<file path="config.mk">
export PLATFORM = sky130hd
export DESIGN_NAME = shift_load_controller_flat
export DESIGN_NICKNAME = d
export VERILOG_FILES = /design/src/rtl/shift_load_controller_pkg.sv /design/src/rtl/shift_load_controller_if.sv /design/src/rtl/shift_load_controller.sv /design/src/flat_wrapper.sv
export SDC_FILE = /design/constraint.sdc
export NUM_CORES = 1
export LEC_CHECK = 0
export ABC_CLOCK_PERIOD_IN_PS = 4700
export CAP_MARGIN = 20
export CORE_MARGIN = 4
export CORE_UTILIZATION = 46
export DETAILED_ROUTE_END_ITERATION = 12
export GPL_TIMING_DRIVEN = 0
export PLACE_DENSITY = 0.8
export SYNTH_ARGS = -nofsm -noshare
export SYNTH_HDL_FRONTEND = slang
export SYNTH_SLANG_ARGS = --single-unit
</file>
<file path="constraint.sdc">
create_clock -name C -period 4.7 [get_ports C]
set_clock_uncertainty 0.1 [all_clocks]
set_input_delay 0.705 -clock C [delete_from_list [all_inputs] [get_ports C]]
set_output_delay 0.705 -clock C [all_outputs]
set_load 0.01 [all_outputs]
</file>
<file path="src/rtl/shift_load_controller_pkg.sv">
// -----------------------------------------------------------------------------
// shift_load_controller_pkg
// Definitions shared by the shift/load controller and the shift register
// environment:
//   - DEFAULT_WIDTH / DEFAULT_SHIFTS : default word width and shift cycles per word
//   - state_t                        : 2-bit controller state encoding
//                                      (IDLE=0, LOAD=1, SHIFT=2; 3 unused and
//                                      treated as IDLE by the controller)
//   - last_count()                   : terminal value of the 8-bit shift counter
// -----------------------------------------------------------------------------
package shift_load_controller_pkg;

    localparam int DEFAULT_WIDTH  = 4;
    localparam int DEFAULT_SHIFTS = 4;

    typedef enum logic [1:0] {
        ST_IDLE   = 2'd0,
        ST_LOAD   = 2'd1,
        ST_SHIFT  = 2'd2,
        ST_UNUSED = 2'd3
    } state_t;

    // Index of the final shift cycle for a given number of shifts per word.
    function automatic logic [7:0] last_count(input int shifts);
        return 8'(shifts - 1);
    endfunction

endpackage : shift_load_controller_pkg

</file>
<file path="src/rtl/shift_load_controller_if.sv">
// -----------------------------------------------------------------------------
// shift_load_controller_if
// Bundles the producer handshake and the shift register drive/status signals.
//   InData     [WIDTH-1:0]  word offered by the producer
//   InValid                 InData is valid
//   InReady                 controller accepts InData this cycle
//   L                       load strobe to the shift register (1 = load, 0 = shift)
//   D          [WIDTH-1:0]  data to the shift register
//   Busy                    a word is being loaded or shifted
//   Done                    pulse in the final shift cycle of a word
//   ShiftCount [7:0]        index of the current shift cycle
// Modports:
//   master : producer side (drives InData/InValid, observes everything else)
//   slave  : controller side
// -----------------------------------------------------------------------------
interface shift_load_controller_if
    import shift_load_controller_pkg::*;
#(
    parameter int WIDTH = DEFAULT_WIDTH
);

    logic [WIDTH-1:0] InData;
    logic             InValid;
    logic             InReady;
    logic             L;
    logic [WIDTH-1:0] D;
    logic             Busy;
    logic             Done;
    logic [7:0]       ShiftCount;

    modport master (
        output InData,
        output InValid,
        input  InReady,
        input  L,
        input  D,
        input  Busy,
        input  Done,
        input  ShiftCount
    );

    modport slave (
        input  InData,
        input  InValid,
        output InReady,
        output L,
        output D,
        output Busy,
        output Done,
        output ShiftCount
    );

endinterface : shift_load_controller_if

</file>
<file path="src/rtl/shift_load_controller.sv">
// -----------------------------------------------------------------------------
// shift_load_controller
// Upstream feeder for a parallel-load shift register. Each word accepted over
// the valid/ready handshake produces one load cycle (L=1, D=word) followed by
// SHIFTS shift cycles (L=0, D=FILL). A new word can be accepted in the final
// shift cycle so a continuous stream has no idle gap between words.
//
// Ports:
//   C    clock, rising edge
//   R    synchronous active-high reset; wins over a same-cycle handshake
//   bus  slave modport of shift_load_controller_if
//          in : InData, InValid
//          out: InReady (comb), Done (comb),
//               L, D, Busy, ShiftCount (registered)
//
// Parameters:
//   WIDTH   data word width
//   SHIFTS  shift cycles per word after the load cycle, 1..255
//   FILL    value driven on D while idle or shifting
// -----------------------------------------------------------------------------
module shift_load_controller
    import shift_load_controller_pkg::*;
#(
    parameter int               WIDTH  = DEFAULT_WIDTH,
    parameter int               SHIFTS = DEFAULT_SHIFTS,
    parameter logic [WIDTH-1:0] FILL   = {WIDTH{1'b0}}
) (
    input  logic                    C,
    input  logic                    R,
    shift_load_controller_if.slave  bus
);

    localparam logic [7:0] LAST_COUNT = last_count(SHIFTS);

    state_t           state_q;
    state_t           state_d;
    logic             l_q;
    logic             l_d;
    logic [WIDTH-1:0] d_q;
    logic [WIDTH-1:0] d_d;
    logic             busy_q;
    logic             busy_d;
    logic [7:0]       shift_count_q;
    logic [7:0]       shift_count_d;

    logic             last_shift_s;
    logic             in_ready_s;
    logic             accept_s;

    // Handshake decode: ready when idle or in the final shift cycle.
    always_comb begin
        last_shift_s = (state_q == ST_SHIFT) && (shift_count_q == LAST_COUNT);
        // The unused encoding behaves as IDLE, so ready is "not LOAD and not SHIFT".
        in_ready_s   = ((state_q != ST_LOAD) && (state_q != ST_SHIFT)) || last_shift_s;
        accept_s     = bus.InValid && in_ready_s;
    end

    // Next-state and next-output computation; outputs describe the next cycle.
    always_comb begin
        state_d       = ST_IDLE;
        l_d           = 1'b0;
        d_d           = FILL;
        busy_d        = 1'b0;
        shift_count_d = 8'd0;

        case (state_q)
            ST_LOAD: begin
                state_d       = ST_SHIFT;
                busy_d        = 1'b1;
                shift_count_d = 8'd0;
            end

            ST_SHIFT: begin
                if (shift_count_q == LAST_COUNT) begin
                    if (accept_s) begin
                        // Back-to-back: load the next word with no idle gap.
                        state_d = ST_LOAD;
                        l_d     = 1'b1;
                        d_d     = bus.InData;
                        busy_d  = 1'b1;
                    end else begin
                        state_d = ST_IDLE;
                        busy_d  = 1'b0;
                    end
                end else begin
                    // Counter only advances below the terminal value, so it
                    // never runs past SHIFTS-1.
                    state_d       = ST_SHIFT;
                    busy_d        = 1'b1;
                    shift_count_d = shift_count_q + 8'd1;
                end
            end

            default: begin
                // ST_IDLE and the unused encoding.
                if (accept_s) begin
                    state_d = ST_LOAD;
                    l_d     = 1'b1;
                    d_d     = bus.InData;
                    busy_d  = 1'b1;
                end else begin
                    state_d = ST_IDLE;
                    busy_d  = 1'b0;
                end
            end
        endcase
    end

    // State and output registers with synchronous reset.
    always_ff @(posedge C) begin
        if (R) begin
            state_q       <= ST_IDLE;
            l_q           <= 1'b0;
            d_q           <= {WIDTH{1'b0}};
            busy_q        <= 1'b0;
            shift_count_q <= 8'd0;
        end else begin
            state_q       <= state_d;
            l_q           <= l_d;
            d_q           <= d_d;
            busy_q        <= busy_d;
            shift_count_q <= shift_count_d;
        end
    end

    assign bus.InReady    = in_ready_s;
    assign bus.Done       = last_shift_s;
    assign bus.L          = l_q;
    assign bus.D          = d_q;
    assign bus.Busy       = busy_q;
    assign bus.ShiftCount = shift_count_q;

endmodule : shift_load_controller

</file>
<file path="src/flat_wrapper.sv">
// flat-port wrapper written by rule: the top's interface ports become plain ports
module shift_load_controller_flat import shift_load_controller_pkg::*;
#(
    parameter int               WIDTH  = DEFAULT_WIDTH,
    parameter int               SHIFTS = DEFAULT_SHIFTS,
    parameter logic [WIDTH-1:0] FILL   = {WIDTH{1'b0}}
)
  (C, R, bus_InData, bus_InValid, bus_InReady, bus_L, bus_D, bus_Busy, bus_Done, bus_ShiftCount);
  shift_load_controller_if #(.WIDTH(WIDTH)) bus_i ();
  input  logic C;
  input  logic R;
  input wire logic [$bits(bus_i.InData)-1:0] bus_InData;
  input wire logic [$bits(bus_i.InValid)-1:0] bus_InValid;
  output wire logic [$bits(bus_i.InReady)-1:0] bus_InReady;
  output wire logic [$bits(bus_i.L)-1:0] bus_L;
  output wire logic [$bits(bus_i.D)-1:0] bus_D;
  output wire logic [$bits(bus_i.Busy)-1:0] bus_Busy;
  output wire logic [$bits(bus_i.Done)-1:0] bus_Done;
  output wire logic [$bits(bus_i.ShiftCount)-1:0] bus_ShiftCount;
  assign bus_i.InData = bus_InData;
  assign bus_i.InValid = bus_InValid;
  assign bus_InReady = bus_i.InReady;
  assign bus_L = bus_i.L;
  assign bus_D = bus_i.D;
  assign bus_Busy = bus_i.Busy;
  assign bus_Done = bus_i.Done;
  assign bus_ShiftCount = bus_i.ShiftCount;
  shift_load_controller #(.WIDTH(WIDTH), .SHIFTS(SHIFTS), .FILL(FILL)) u_core (.C(C), .R(R), .bus(bus_i));
endmodule
</file>
; Word-level counts from Yosys, hierarchy flattened
; Cells that the tools add are included.
[word_totals]
inputBits = 7
elab_cells = 28
register_bits = 16
[classes]
n_bitwise = 1
reduce_logical = 5
n_mux = 11
eq_ne = 5
addsub = 1
[op_table]
columns = op, count
row1 = adder 8 x 1 -> 8 bit (second input constant), 1
row2 = equality test 8 x 2 -> 1 bit (second input constant), 1
row3 = 2-to-1 mux 4 bit, 2
row4 = one-hot mux 4 bit (2 select lines), 1
row5 = 2-to-1 mux 1 bit, 4
row6 = one-hot mux 1 bit (2 select lines), 2
row7 = one-hot mux 2 bit (2 select lines), 1
row8 = logical AND 1 bit, 3
row9 = OR reduction 3 bit, 1
row10 = equality test 2 x 1 -> 1 bit (second input constant), 1
row11 = equality test 2 bit (second input constant), 1
row12 = 2-to-1 mux 2 bit, 1
row13 = != test 2 x 1 -> 1 bit (second input constant), 1
row14 = != test 2 bit (second input constant), 1
row15 = logical OR 1 bit, 1
row16 = NOT 1 bit, 1

; Longest topological paths before layout
[logic_depth]
ltp_word = 7
depth_mapped = 5
ltp_nobuf = 5

; Worst setup path before layout
; Ideal clock, no wire load.
[synth_path]
kind = register to output
from = reg u_core.shift_count_q[0], in the netlist u_core.bus.ShiftCount[0]
to = out bus_InReady
arrival_ns = 1.391
stages_incl_launch_ff = 5
path_slack_ns = 2.504
required_time_ns = 3.895
path_cell_list = dfxtp_1 -> ha_1 -> nor3b_2 -> and3_2 -> or2_2
[synth_between]
elab_chain_cells = 3
[synth_rtl]
columns = element, line
row1 = start: declaration, shift_load_controller.sv:43  ; logic [7:0] shift_count_q;
row2 = start signal: assignment, shift_load_controller.sv:122  ; shift_count_q <= shift_count_d;
row3 = equality test 8 x 2 -> 1 bit, shift_load_controller.sv:52  ; last_shift_s = (state_q == ST_SHIFT) && (shift_count_q == LAST_COUNT);
row4 = logical AND 1 bit, shift_load_controller.sv:52
row5 = via bus_Done, flat_wrapper.sv:18  ; output wire logic [$bits(bus_i.Done)-1:0] bus_Done;
row6 = logical OR 1 bit, shift_load_controller.sv:54  ; in_ready_s = ((state_q != ST_LOAD) && (state_q != ST_SHIFT)) || last_shift_s;
row7 = end: declaration, flat_wrapper.sv:14  ; output wire logic [$bits(bus_i.InReady)-1:0] bus_InReady;
; The timed path passes the listed nets, and every way through them passes these cells.

; Worst setup path in the final report
[layout_path]
from = reg u_core.shift_count_q[0], in the netlist u_core.bus.ShiftCount[0]
to = out bus_InReady
[layout_between]
elab_chain_cells = 3
[layout_rtl]
columns = element, line
row1 = equality test 8 x 2 -> 1 bit, shift_load_controller.sv:52
row2 = logical AND 1 bit, shift_load_controller.sv:52
row3 = logical OR 1 bit, shift_load_controller.sv:54
; Every way passes these cells.

==> out/qor.yml <==
run_status: "complete, no violations"
worst_path_max_delay_cell: "sky130_fd_sc_hd__clkdlybuf4s50_1"
antenna-diode-count: 0
critical_path.startpoint_type: "flop"
timing.critical_path.buf_inv: 1
finalCritPeriodShare_pct: 64.8
timing.rr.start: "u_core.bus.ShiftCount[0]"
crit-reg2reg-capture: "u_core.bus.ShiftCount[7]"
postRouteWirelength_um: 1500
clock_sink_count: 15
fin_hold_ws_ns: 0.366
leakage_nw: 0.325
timing.critical_path.arrival_ns: 2.24
drive_above_1_share_pct: 16.8
ys_async_sr_fraction_pct: 0
cts.reportedPaths.clkPinSlew_ns: 0.09
half_perimeter_wire_length_after_detailed_placement_um: 1150
required_ns: 3.89
holdBufCountCts: 0
htree_levels: 1
post_synth.cell_area_avg_um2: 9.81
portion_of_the_post_synthesis_area_used_by_sequential_elements_pct: 43.7
holdPathStages: 1
remaining_drc_errors: 0
grt_util_all_layers_pct: 16.8
cts_resized: 0
number_of_nets_produced_by_synthesis: 80
period_minus_slack_ns: 3.05
grt_pass1_wl_um: 2500
synth-edff-count: 0
hold_path.class: "reg2reg"
flow.area_growth_from_synthesis_pct: 37.3
globalRoute.totalOverflow: 0
first_global_vias: 552
hold_path.startpoint: "u_core.bus.ShiftCount[0]"
worstMarginPinSlew_ns: 0.471
clock_tree.buffer_depth: 2
layout.cell_area.non_filler_um2: 943
grt_antenna_before_repair: 0
worstSetupEndpointType: "output port"
clock_tree_root_buffer_cell: "sky130_fd_sc_hd__clkbuf_4"
rsz0062_at_grt: "false"
detail_route.first_pass.iterations: 4
tns_ns: 0
placed_cell_area_um2: 916
post-route-util_pct: 69.9
die_height_um: 46.6
rows: 13
routabilityCongestion: 0.743
cts_setup_buffers: 0
ys_ff_latch: 15
initial_core_util_pct: 50.9
report.final.setup_viol: 0
crit_chain: "ha_1, nor3b_2, and3_2, or2_2, clkdlybuf4s50_1"
path_delay_family: "simple AND/OR/NAND/NOR gates"
vias: 603
layoutNonFillerInstCount: 110
critical-path-max-stage-delay_ns: 0.52
netlist_instances: 70
critPathMaxFanout: 6
timing.setup.critical_path_class: "reg2out"
fin_nets: 106
chipWidth_um: 46.6
floorplan.io_pins: 23
synth_cell_types: 23
n_fill_cell: 114
port-buffer-count: 21
power_density_mw_per_mm2: 250
syn_area_um2: 687
clock_latency_ns: 0.29
yosys.area.top_type: "sky130_fd_sc_hd__dfxtp_1"
fmax_mhz: 328
maxSlewHeadroom_pct: 68.5
dp.cells: 106
synth_flop_cell: "sky130_fd_sc_hd__dfxtp_1"
cts_tree: "built"
drtIter0Drc: 6
netlist_top_cells_area: "sky130_fd_sc_hd__dfxtp_1 (44%), sky130_fd_sc_hd__nor3_2 (5.8%), sky130_fd_sc_hd__ha_1 (5.5%)"
cts_inserted_buffers: 3
grt_max_degree: 10
coreArea_mm2: 0.00135
die-area_mm2: 0.00218
r2r_slack_ns: 3.05
max-cap-violations: 0
yosys_synthesis_warning_count: 0
remaining_antenna_violation_count: 0
wire_per_inst_um: 13.6
max-vdd-ir-drop_mv: 0.133
post-synth-top-area-fraction_pct: 43.7
total_count_of_max_transition_violations_in_the_final_report: 0
hold_viol: 0
reg2regPathDepth: 4
drt-vias-per-instance: 5.48
worstHoldEndpoint: "u_core.bus.ShiftCount[0]"
## state kept, by name (all words and copies together), names as in the netlist
name                   cells
u_core.bus.ShiftCount      8
u_core.bus.L               1
u_core.bus.Busy            1
u_core.bus.D               4
u_core.state_q             1
## power breakdown
part	switching, mW	internal, mW	total, mW
Sequential	0.00115	0.130	0.131
Combinational	0.0138	0.0158	0.0296
Clock	0.0432	0.0316	0.0749
## logic make-up (layout without fill, tap and decap cells)
logic type               after synthesis  in the layout  synth area share [%]
adder cells (fa/ha/maj)                3              3                  5.47
buffers and inverters                  5             30                  2.73
XOR/XNOR                               3              3                  3.83
flip-flops                            15             15                  43.7
AND/OR/NAND/NOR                       31             31                  29.3
AO/OA/AOI/OAI                         13             13                  14.9
## synth_stat cells, types with 2 or more instances
cell and n:
sky130_fd_sc_hd__or3_1 3, sky130_fd_sc_hd__xor2_1 2, sky130_fd_sc_hd__nand3_1 3, sky130_fd_sc_hd__ha_1 3, sky130_fd_sc_hd__a31oi_1 2, sky130_fd_sc_hd__dfxtp_1 15
sky130_fd_sc_hd__nor3_2 4, sky130_fd_sc_hd__o21ai_0 3, sky130_fd_sc_hd__inv_1 4, sky130_fd_sc_hd__nand4_1 2, sky130_fd_sc_hd__nand2_1 6, sky130_fd_sc_hd__a21oi_1 4
sky130_fd_sc_hd__nor2_1 7, sky130_fd_sc_hd__nor3b_2 2, sky130_fd_sc_hd__a211o_2 2
## area by class of cell
cell class | count | area (um^2) | area share (%)
Multi-Input combinational cell | 50 | 368 | 39.0
Sequential cell | 15 | 300 | 31.8
Timing Repair Buffer | 21 | 210 | 22.3
Clock buffer | 3 | 22.5 | 2.39
Tap cell | 15 | 18.8 | 1.99
Inverter | 4 | 15.0 | 1.59
Clock inverter | 1 | 5.00 | 0.531
Buffer | 1 | 3.75 | 0.398
## per-layer routing
layer	wire (um)	vias to the layer above	GRT usage (%)	share of wire, %
met5	0	-	0	0
met4	27	0	11.6	1.8
li1	-	298	-	-
met3	64	4	3.52	4.3
met2	736	19	26.1	49
met1	668	282	20.3	45
## stage by stage
step	total power, mW	setup WS, ns
after global placement	0.163	2.00
after global routing	0.248	1.45
after detailed placement	0.164	1.95
after floorplan	0.150	2.50
after CTS	0.238	1.61
final	0.236	1.65
## layout by cell type, fill, tap and decap left out
| master | instances |
|---|---|
| sky130_fd_sc_hd__or3_1 | 3 |
| sky130_fd_sc_hd__ha_1 | 3 |
| sky130_fd_sc_hd__nand2_1 | 6 |
| sky130_fd_sc_hd__nand4_1 | 2 |
| sky130_fd_sc_hd__clkbuf_4 | 3 |
| sky130_fd_sc_hd__and3_2 | 1 |
| sky130_fd_sc_hd__clkdlybuf4s50_1 | 21 |
| sky130_fd_sc_hd__or2_2 | 1 |
| sky130_fd_sc_hd__nor2_1 | 7 |
| sky130_fd_sc_hd__o21a_1 | 1 |
| sky130_fd_sc_hd__a211o_2 | 2 |
| sky130_fd_sc_hd__inv_1 | 4 |
| sky130_fd_sc_hd__clkinv_2 | 1 |
| sky130_fd_sc_hd__dfxtp_1 | 15 |
| sky130_fd_sc_hd__a31oi_1 | 2 |
| sky130_fd_sc_hd__nor3b_2 | 2 |
| sky130_fd_sc_hd__nand3_1 | 3 |
| sky130_fd_sc_hd__xnor2_1 | 1 |
| sky130_fd_sc_hd__o21ai_0 | 3 |
| sky130_fd_sc_hd__buf_1 | 1 |
| sky130_fd_sc_hd__nor4_4 | 1 |
| sky130_fd_sc_hd__xor2_1 | 2 |
| sky130_fd_sc_hd__a32oi_4 | 1 |
| sky130_fd_sc_hd__nor3_2 | 4 |
| sky130_fd_sc_hd__nor2b_1 | 1 |
| sky130_fd_sc_hd__a21oi_1 | 4 |
## how the worst max path moves through the flow
stage                                   from          end  slack [ns]  cells after the start
finish              u_core.bus.ShiftCount[0]  bus_InReady        1.65                      5
global route        u_core.bus.ShiftCount[0]  bus_InReady        1.45                      5
CTS                 u_core.bus.ShiftCount[0]  bus_InReady        1.61                      5
detailed placement  u_core.bus.ShiftCount[0]  bus_InReady        1.95                      5
global placement    u_core.bus.ShiftCount[0]  bus_InReady        2.00                      5
floorplan           u_core.bus.ShiftCount[0]  bus_InReady        2.50                      4
(Power assumes the default switching activity.)
